--- src/rtl/mul_pkg.sv ---
// Shared multiplier back-end constants and types.
package mul_pkg;

    localparam int MUL_WIDTH = 65;
    localparam int XLEN      = 32;
    localparam int CPA_CHUNK = 16;

    function automatic int ceil_div(input int num, input int den);
        return (num + den - 1) / den;
    endfunction

    localparam int NCHUNK = ceil_div(MUL_WIDTH, CPA_CHUNK);

    typedef enum logic [1:0] {
        CPA_IDLE,
        CPA_ADD,
        CPA_DONE
    } cpa_state_t;

endpackage

--- src/rtl/cpa_resolver_if.sv ---
// Operand/result handshake bundle between CSA tree, resolver and PE writeback.
interface cpa_resolver_if #(
    parameter int WIDTH = mul_pkg::MUL_WIDTH,
    parameter int XLEN  = mul_pkg::XLEN
);
    logic             in_valid;
    logic             in_ready;
    logic [WIDTH-1:0] in_sum;
    logic [WIDTH-1:0] in_carry;
    logic             in_hi_sel;
    logic             out_valid;
    logic             out_ready;
    logic [WIDTH-1:0] out_result;
    logic [XLEN-1:0]  out_word;
    logic             busy;

    // Producer/consumer side (CSA tree upstream, writeback downstream).
    modport master (
        output in_valid, in_sum, in_carry, in_hi_sel, out_ready,
        input  in_ready, out_valid, out_result, out_word, busy
    );

    // Resolver side.
    modport slave (
        input  in_valid, in_sum, in_carry, in_hi_sel, out_ready,
        output in_ready, out_valid, out_result, out_word, busy
    );
endinterface

--- src/rtl/cpa_chunk_adder.sv ---
// CHUNK-bit ripple slice of the carry-propagate adder; purely combinational.
module cpa_chunk_adder #(
    parameter int CHUNK = mul_pkg::CPA_CHUNK
) (
    input  logic [CHUNK-1:0] a,
    input  logic [CHUNK-1:0] b,
    input  logic             cin,
    output logic [CHUNK-1:0] sum,
    output logic             cout
);
    // One wide add produces both the slice sum and its carry out.
    always_comb begin
        {cout, sum} = {1'b0, a} + {1'b0, b} + {{CHUNK{1'b0}}, cin};
    end
endmodule

--- src/rtl/cpa_resolver.sv ---
// Sequential carry-propagate resolver: adds the CSA sum/carry pair CHUNK bits
// per cycle and returns the full product plus the selected XLEN-bit half.
module cpa_resolver #(
    parameter int WIDTH = mul_pkg::MUL_WIDTH,
    parameter int CHUNK = mul_pkg::CPA_CHUNK,
    parameter int XLEN  = mul_pkg::XLEN
) (
    input  logic          clk,
    input  logic          rst_n,
    cpa_resolver_if.slave bus
);
    import mul_pkg::*;

    localparam int NUM_CHUNK = ceil_div(WIDTH, CHUNK);
    localparam int PW        = NUM_CHUNK * CHUNK;
    localparam int IDXW      = (NUM_CHUNK > 1) ? $clog2(NUM_CHUNK) : 1;

    cpa_state_t                          state_q, state_d;
    logic [NUM_CHUNK-1:0][CHUNK-1:0]     op_a_q, op_a_d;
    logic [NUM_CHUNK-1:0][CHUNK-1:0]     op_b_q, op_b_d;
    logic [PW-1:0]                       result_q, result_d;
    logic [IDXW-1:0]                     idx_q, idx_d;
    logic                                cin_q, cin_d;
    logic                                hi_sel_q, hi_sel_d;
    logic                                out_valid_q, out_valid_d;
    logic [XLEN-1:0]                     out_word_q, out_word_d;

    logic [CHUNK-1:0]                    chunk_sum;
    logic                                chunk_cout;
    logic [31:0]                         shamt;

    // Single shared slice adder, steered by the chunk index.
    cpa_chunk_adder #(.CHUNK(CHUNK)) u_chunk_adder (
        .a    (op_a_q[idx_q]),
        .b    (op_b_q[idx_q]),
        .cin  (cin_q),
        .sum  (chunk_sum),
        .cout (chunk_cout)
    );

    // Next-state, operand capture and per-chunk result merge.
    always_comb begin
        state_d     = state_q;
        op_a_d      = op_a_q;
        op_b_d      = op_b_q;
        result_d    = result_q;
        idx_d       = idx_q;
        cin_d       = cin_q;
        hi_sel_d    = hi_sel_q;
        out_valid_d = out_valid_q;
        out_word_d  = out_word_q;
        // Result is kept flat; the active slice is merged with a shifted mask
        // rather than a variable part-select.
        shamt       = 32'(idx_q) * 32'(CHUNK);

        unique case (state_q)
            CPA_IDLE: begin
                if (bus.in_valid) begin
                    op_a_d   = PW'(bus.in_sum);
                    op_b_d   = PW'(bus.in_carry);
                    hi_sel_d = bus.in_hi_sel;
                    idx_d    = '0;
                    cin_d    = 1'b0;
                    state_d  = CPA_ADD;
                end
            end
            CPA_ADD: begin
                result_d = (result_q & ~(PW'({CHUNK{1'b1}}) << shamt))
                         | (PW'(chunk_sum) << shamt);
                cin_d    = chunk_cout;
                idx_d    = idx_q + 1'b1;
                if (idx_q == IDXW'(NUM_CHUNK - 1)) begin
                    state_d     = CPA_DONE;
                    out_valid_d = 1'b1;
                    out_word_d  = hi_sel_q ? result_d[2*XLEN-1:XLEN] : result_d[XLEN-1:0];
                end
            end
            CPA_DONE: begin
                if (bus.out_ready) begin
                    state_d     = CPA_IDLE;
                    out_valid_d = 1'b0;
                end
            end
            default: begin
                state_d     = CPA_IDLE;
                out_valid_d = 1'b0;
            end
        endcase
    end

    // State and datapath registers; reset aborts any operation in flight.
    always_ff @(posedge clk or negedge rst_n) begin
        if (!rst_n) begin
            state_q     <= CPA_IDLE;
            op_a_q      <= '0;
            op_b_q      <= '0;
            result_q    <= '0;
            idx_q       <= '0;
            cin_q       <= 1'b0;
            hi_sel_q    <= 1'b0;
            out_valid_q <= 1'b0;
            out_word_q  <= '0;
        end else begin
            state_q     <= state_d;
            op_a_q      <= op_a_d;
            op_b_q      <= op_b_d;
            result_q    <= result_d;
            idx_q       <= idx_d;
            cin_q       <= cin_d;
            hi_sel_q    <= hi_sel_d;
            out_valid_q <= out_valid_d;
            out_word_q  <= out_word_d;
        end
    end

    // Status and result outputs; padding bits above WIDTH never leave the block.
    always_comb begin
        bus.in_ready   = (state_q == CPA_IDLE);
        bus.busy       = (state_q != CPA_IDLE);
        bus.out_valid  = out_valid_q;
        bus.out_result = result_q[WIDTH-1:0];
        bus.out_word   = out_word_q;
    end

endmodule

--- src/flat_wrapper.sv ---
// flat-port wrapper written by rule: the top's interface ports become plain ports
module cpa_resolver_flat import mul_pkg::*;
#(
    parameter int WIDTH = mul_pkg::MUL_WIDTH,
    parameter int CHUNK = mul_pkg::CPA_CHUNK,
    parameter int XLEN  = mul_pkg::XLEN
)
  (clk, rst_n, bus_in_valid, bus_in_sum, bus_in_carry, bus_in_hi_sel, bus_out_ready, bus_in_ready, bus_out_valid, bus_out_result, bus_out_word, bus_busy);
  cpa_resolver_if #(.WIDTH(WIDTH), .XLEN(XLEN)) bus_i ();
  input  logic clk;
  input  logic rst_n;
  input wire logic [$bits(bus_i.in_valid)-1:0] bus_in_valid;
  input wire logic [$bits(bus_i.in_sum)-1:0] bus_in_sum;
  input wire logic [$bits(bus_i.in_carry)-1:0] bus_in_carry;
  input wire logic [$bits(bus_i.in_hi_sel)-1:0] bus_in_hi_sel;
  input wire logic [$bits(bus_i.out_ready)-1:0] bus_out_ready;
  output wire logic [$bits(bus_i.in_ready)-1:0] bus_in_ready;
  output wire logic [$bits(bus_i.out_valid)-1:0] bus_out_valid;
  output wire logic [$bits(bus_i.out_result)-1:0] bus_out_result;
  output wire logic [$bits(bus_i.out_word)-1:0] bus_out_word;
  output wire logic [$bits(bus_i.busy)-1:0] bus_busy;
  assign bus_i.in_valid = bus_in_valid;
  assign bus_i.in_sum = bus_in_sum;
  assign bus_i.in_carry = bus_in_carry;
  assign bus_i.in_hi_sel = bus_in_hi_sel;
  assign bus_i.out_ready = bus_out_ready;
  assign bus_in_ready = bus_i.in_ready;
  assign bus_out_valid = bus_i.out_valid;
  assign bus_out_result = bus_i.out_result;
  assign bus_out_word = bus_i.out_word;
  assign bus_busy = bus_i.busy;
  cpa_resolver #(.WIDTH(WIDTH), .CHUNK(CHUNK), .XLEN(XLEN)) u_core (.clk(clk), .rst_n(rst_n), .bus(bus_i));
endmodule
--- config.mk ---
export PLATFORM = sky130hd
export DESIGN_NAME = cpa_resolver_flat
export DESIGN_NICKNAME = d
export VERILOG_FILES = /design/src/rtl/mul_pkg.sv /design/src/rtl/cpa_resolver_if.sv /design/src/rtl/cpa_chunk_adder.sv /design/src/rtl/cpa_resolver.sv /design/src/flat_wrapper.sv
export SDC_FILE = /design/constraint.sdc
export NUM_CORES = 1
export LEC_CHECK = 0
export ABC_AREA = 0
export CAP_MARGIN = 25
export CORE_MARGIN = 5
export CORE_UTILIZATION = 50
export DETAILED_ROUTE_END_ITERATION = 7
export HOLD_SLACK_MARGIN = 0.02
export PLACE_DENSITY = 0.78
export SLEW_MARGIN = 10
export SYNTH_ARGS = -nofsm -noshare
export SYNTH_HDL_FRONTEND = slang
export SYNTH_SLANG_ARGS = --single-unit
--- constraint.sdc ---
create_clock -name clk -period 4.35 [get_ports clk]
set_clock_uncertainty 0.1 [all_clocks]
set_input_delay 0.87 -clock clk [delete_from_list [all_inputs] [get_ports clk]]
set_output_delay 0.87 -clock clk [all_outputs]
set_load 0.05 [all_outputs]
==> flow_summary.json <==
{
  "seqPwrFrac": 0.279,
  "yosysTopAreaCell": "dfrtp_1",
  "syn_avg_cell_area_um2": 9.28,
  "max_cap_viol_count": 0,
  "drc": 0,
  "p_per_area_nw_per_um2": 965,
  "cp.arrival_ns": 4.17,
  "cts_sinks": 235,
  "path_clk_slew_ns": 0.06,
  "dieArea_um2": 25800,
  "yosysMostFrequentCell": "nand2_1",
  "synth_edf_count": 0,
  "clockBufferDepth": 3,
  "critPathLaunchType": "register",
  "p_leak_nw": 6.94,
  "combPwrFrac": 0.579,
  "die_y_um": 161,
  "drt_iter0_markers": 924,
  "drive_gt1_frac": 0.0772,
  "synth_cell_type_count": 57,
  "synth_area_leaders": "dfrtp_1, nand2_1, mux4_2",
  "pin_count": 235,
  "p_switching_mw": 6.87,
  "switching_share": 0.481,
  "hold_viol": 0,
  "wl_per_cell_um": 19.4,
  "fin_cells": 1735,
  "drtPass1Iterations": 5,
  "reg2reg_from": "u_core.idx_q[0]",
  "antenna-diode-count": 0,
  "grt_pass1_wl_um": 53600,
  "place_ws_ns": 0.525,
  "internal_power_mw": 7.41,
  "final_nets": 1591,
  "ir_worst_vdd_mv": 0.545,
  "postCtsSetupBuffers": 0,
  "clock_latency_ns": 0.52,
  "finalSetupViolCount": 0,
  "cts_tree": "yes",
  "drt-total-wl_um": 33600,
  "cp_max_fo": 25,
  "portBuffers": 234,
  "tightest_slew_ns": 0.950,
  "place_inst": 1693,
  "synth-async-reset-ratio": 1.00,
  "grtUsageTotal": 0.257,
  "finalSetupTns_ns": 0,
  "ctsResizeCount": 0,
  "cts.htree.levels": 1,
  "grt_max_degree": 102,
  "p_clk_frac": 0.142,
  "cts_root_buf": "clkbuf_16",
  "synth_top_family_by_area": "simple AND/OR/NAND/NOR gates",
  "gp_congestion": 0.899,
  "n_fill_cell": 1722,
  "synth_commonest_cells": "nand2_1, dfrtp_1, clkbuf_1",
  "yosys_warnings": 0,
  "initial_core_util": 0.505,
  "synth_fa_ha_area_frac": 0.0256,
  "seq_area_frac_synth": 0.518,
  "slew_headroom": 0.363,
  "synth_compound_area_frac": 0.140,
  "status": "complete, no violations",
  "grt_pass1_vias": 9872,
  "cts_buffers": 24,
  "yosys.area_share.simple": 0.218,
  "fin_ws_ns": 0.506,
  "slew_violations": 0,
  "die_w_um": 161,
  "synth_nets": 1381,
  "reg2regPathDepth": 11,
  "antenna_found_initial": 0,
  "criticalPathCategory": "register to register",
  "reg2reg_slack_ns": 0.51,
  "finalCriticalPeriod_ns": 3.84,
  "holdCritPathClass": "input port to asynchronous set/reset pin",
  "postRouteAntennaNets": 0,
  "dp.final_hpwl_um": 24500,
  "viasPerCell": 5.74,
  "syn_inst": 1224,
  "r2r_end": "u_core.bus.out_word[31]",
  "ys_ff_latch": 235,
  "cp.required_ns": 4.68,
  "grt-ovfl-total": 0,
  "cts_hold_buffers": 0,
  "synthMuxAreaShare": 0.0629,
  "synth_top_area_share": 0.518,
  "synthXorXnorAreaFrac": 0.00617,
  "num_vias": 9958,
  "max_freq_ghz": 0.260,
  "cp-end-kind": "register",
  "synth_ff_type": "dfrtp_1",
  "syn-cell-area_um2": 11400,
  "num_rows": 55,
  "rsz0062_at_grt": "false",
  "core-area_um2": 22500,
  "period_share": 0.884,
  "syn_to_final_growth_pct": 30.4
}
[registers in the layout, indices dropped and copies added, names as in the netlist]
register              cells
u_core.op_a_q            65
u_core.op_b_q            65
u_core.result_q          65
u_core.bus.out_word      32
u_core.idx_q              3
u_core.state_q            2
u_core.bus.out_valid      1
u_core.cin_q              1
u_core.hi_sel_q           1
[through the flow]
step	instance area, µm²	util	power [mW]	hold slack, ns
6_report	14800	0.658	14.3	0.270
5_1_grt	14800	0.658	15.2	0.344
4_1_cts	14800	0.658	14.2	0.317
3_5_place_dp	14000	0.623	12.2	0.358
3_3_place_gp	14000	0.623	12.0	0.353
2_1_floorplan	11400	-	9.49	0.338
[layer usage]
metal  track usage  vias up  share of wire
met2         0.405      505           0.47
met4        0.0806        0          0.029
met3        0.0493       74          0.089
li1              -     4589              -
met5             0        -              0
met1         0.362     4790           0.42
[logic make-up (layout without fill, tap and decap cells)]
group,Yosys count,in the layout
mux,36,36
simple gates,609,609
buf+inv,86,312
fa+ha+maj,22,22
flops,235,235
compound gates,228,228
xor+xnor,8,8
[worst max-delay path, stage by stage, from the launching register on]
cell,delay [ns]
dfrtp_2,0.70
buf_12,0.28
mux4_2,0.53
and2_1,0.18
ha_1,0.41
nand2_1,0.12
nor2_2,0.25
nand3_1,0.13
o31ai_2,0.27
xor2_1,0.39
a22oi_1,0.15
o221ai_1,0.24
[power groups by stage]
| stage | Clock (mW) | Combinational, mW | Sequential (mW) |
|---|---|---|---|
| 2_1_floorplan | 0 | 4.55 | 4.94 |
| 3_3_place_gp | 0 | 8.00 | 3.96 |
| 3_5_place_dp | 0 | 8.17 | 4.00 |
| 4_1_cts | 2.06 | 8.21 | 3.97 |
| 5_1_grt | 2.14 | 8.93 | 4.09 |
| 6_report | 2.03 | 8.26 | 3.99 |
[layout by cell type, fill, tap and decap left out, drive strengths merged, types with 3 or more instances in the layout]
cell / n
nand2: 492
dfrtp: 235
clkdlybuf4s50: 233
o21ai: 55
nor2: 45
a21oi: 38
and2: 33
clkbuf: 32
a22o: 31
mux4: 28
a22oi: 25
buf: 21
ha: 20
inv: 16
nor3: 12
a21o: 10
a211oi: 10
nand3: 10
a221oi: 9
a31oi: 9
o31ai: 9
nor2b: 8
o21a: 8
clkinv: 7
xnor2: 5
mux2i: 5
a32oi: 5
a311oi: 4
a32o: 3
a2111oi: 3
xor2: 3
mux2: 3
[worst max-delay path by stage]
stage | from | end | slack (ns) | cells after the start
after floorplan | u_core.idx_q[0] | u_core.result_q[14] | 0.78 | 16
after global placement | u_core.idx_q[0] | u_core.bus.out_word[31] | 0.58 | 11
after detailed placement | u_core.idx_q[0] | u_core.bus.out_word[15] | 0.53 | 11
after CTS | u_core.idx_q[0] | u_core.bus.out_word[15] | 0.51 | 11
after global routing | u_core.idx_q[0] | u_core.bus.out_word[31] | 0.20 | 11
final | u_core.idx_q[0] | u_core.bus.out_word[31] | 0.51 | 11
[cell type report]
| class | count | area [µm²] | share of cell area |
|---|---|---|---|
| inverters | 16 | 60.1 | 0.00406 |
| clock inverters | 10 | 83.8 | 0.00566 |
| flip-flops and latches | 235 | 5880 | 0.397 |
| clock buffers | 32 | 692 | 0.0467 |
| well taps | 285 | 357 | 0.0241 |
| multi-input cells | 903 | 5160 | 0.348 |
| repair buffers | 254 | 2570 | 0.174 |
(Power assumes the default switching activity.)
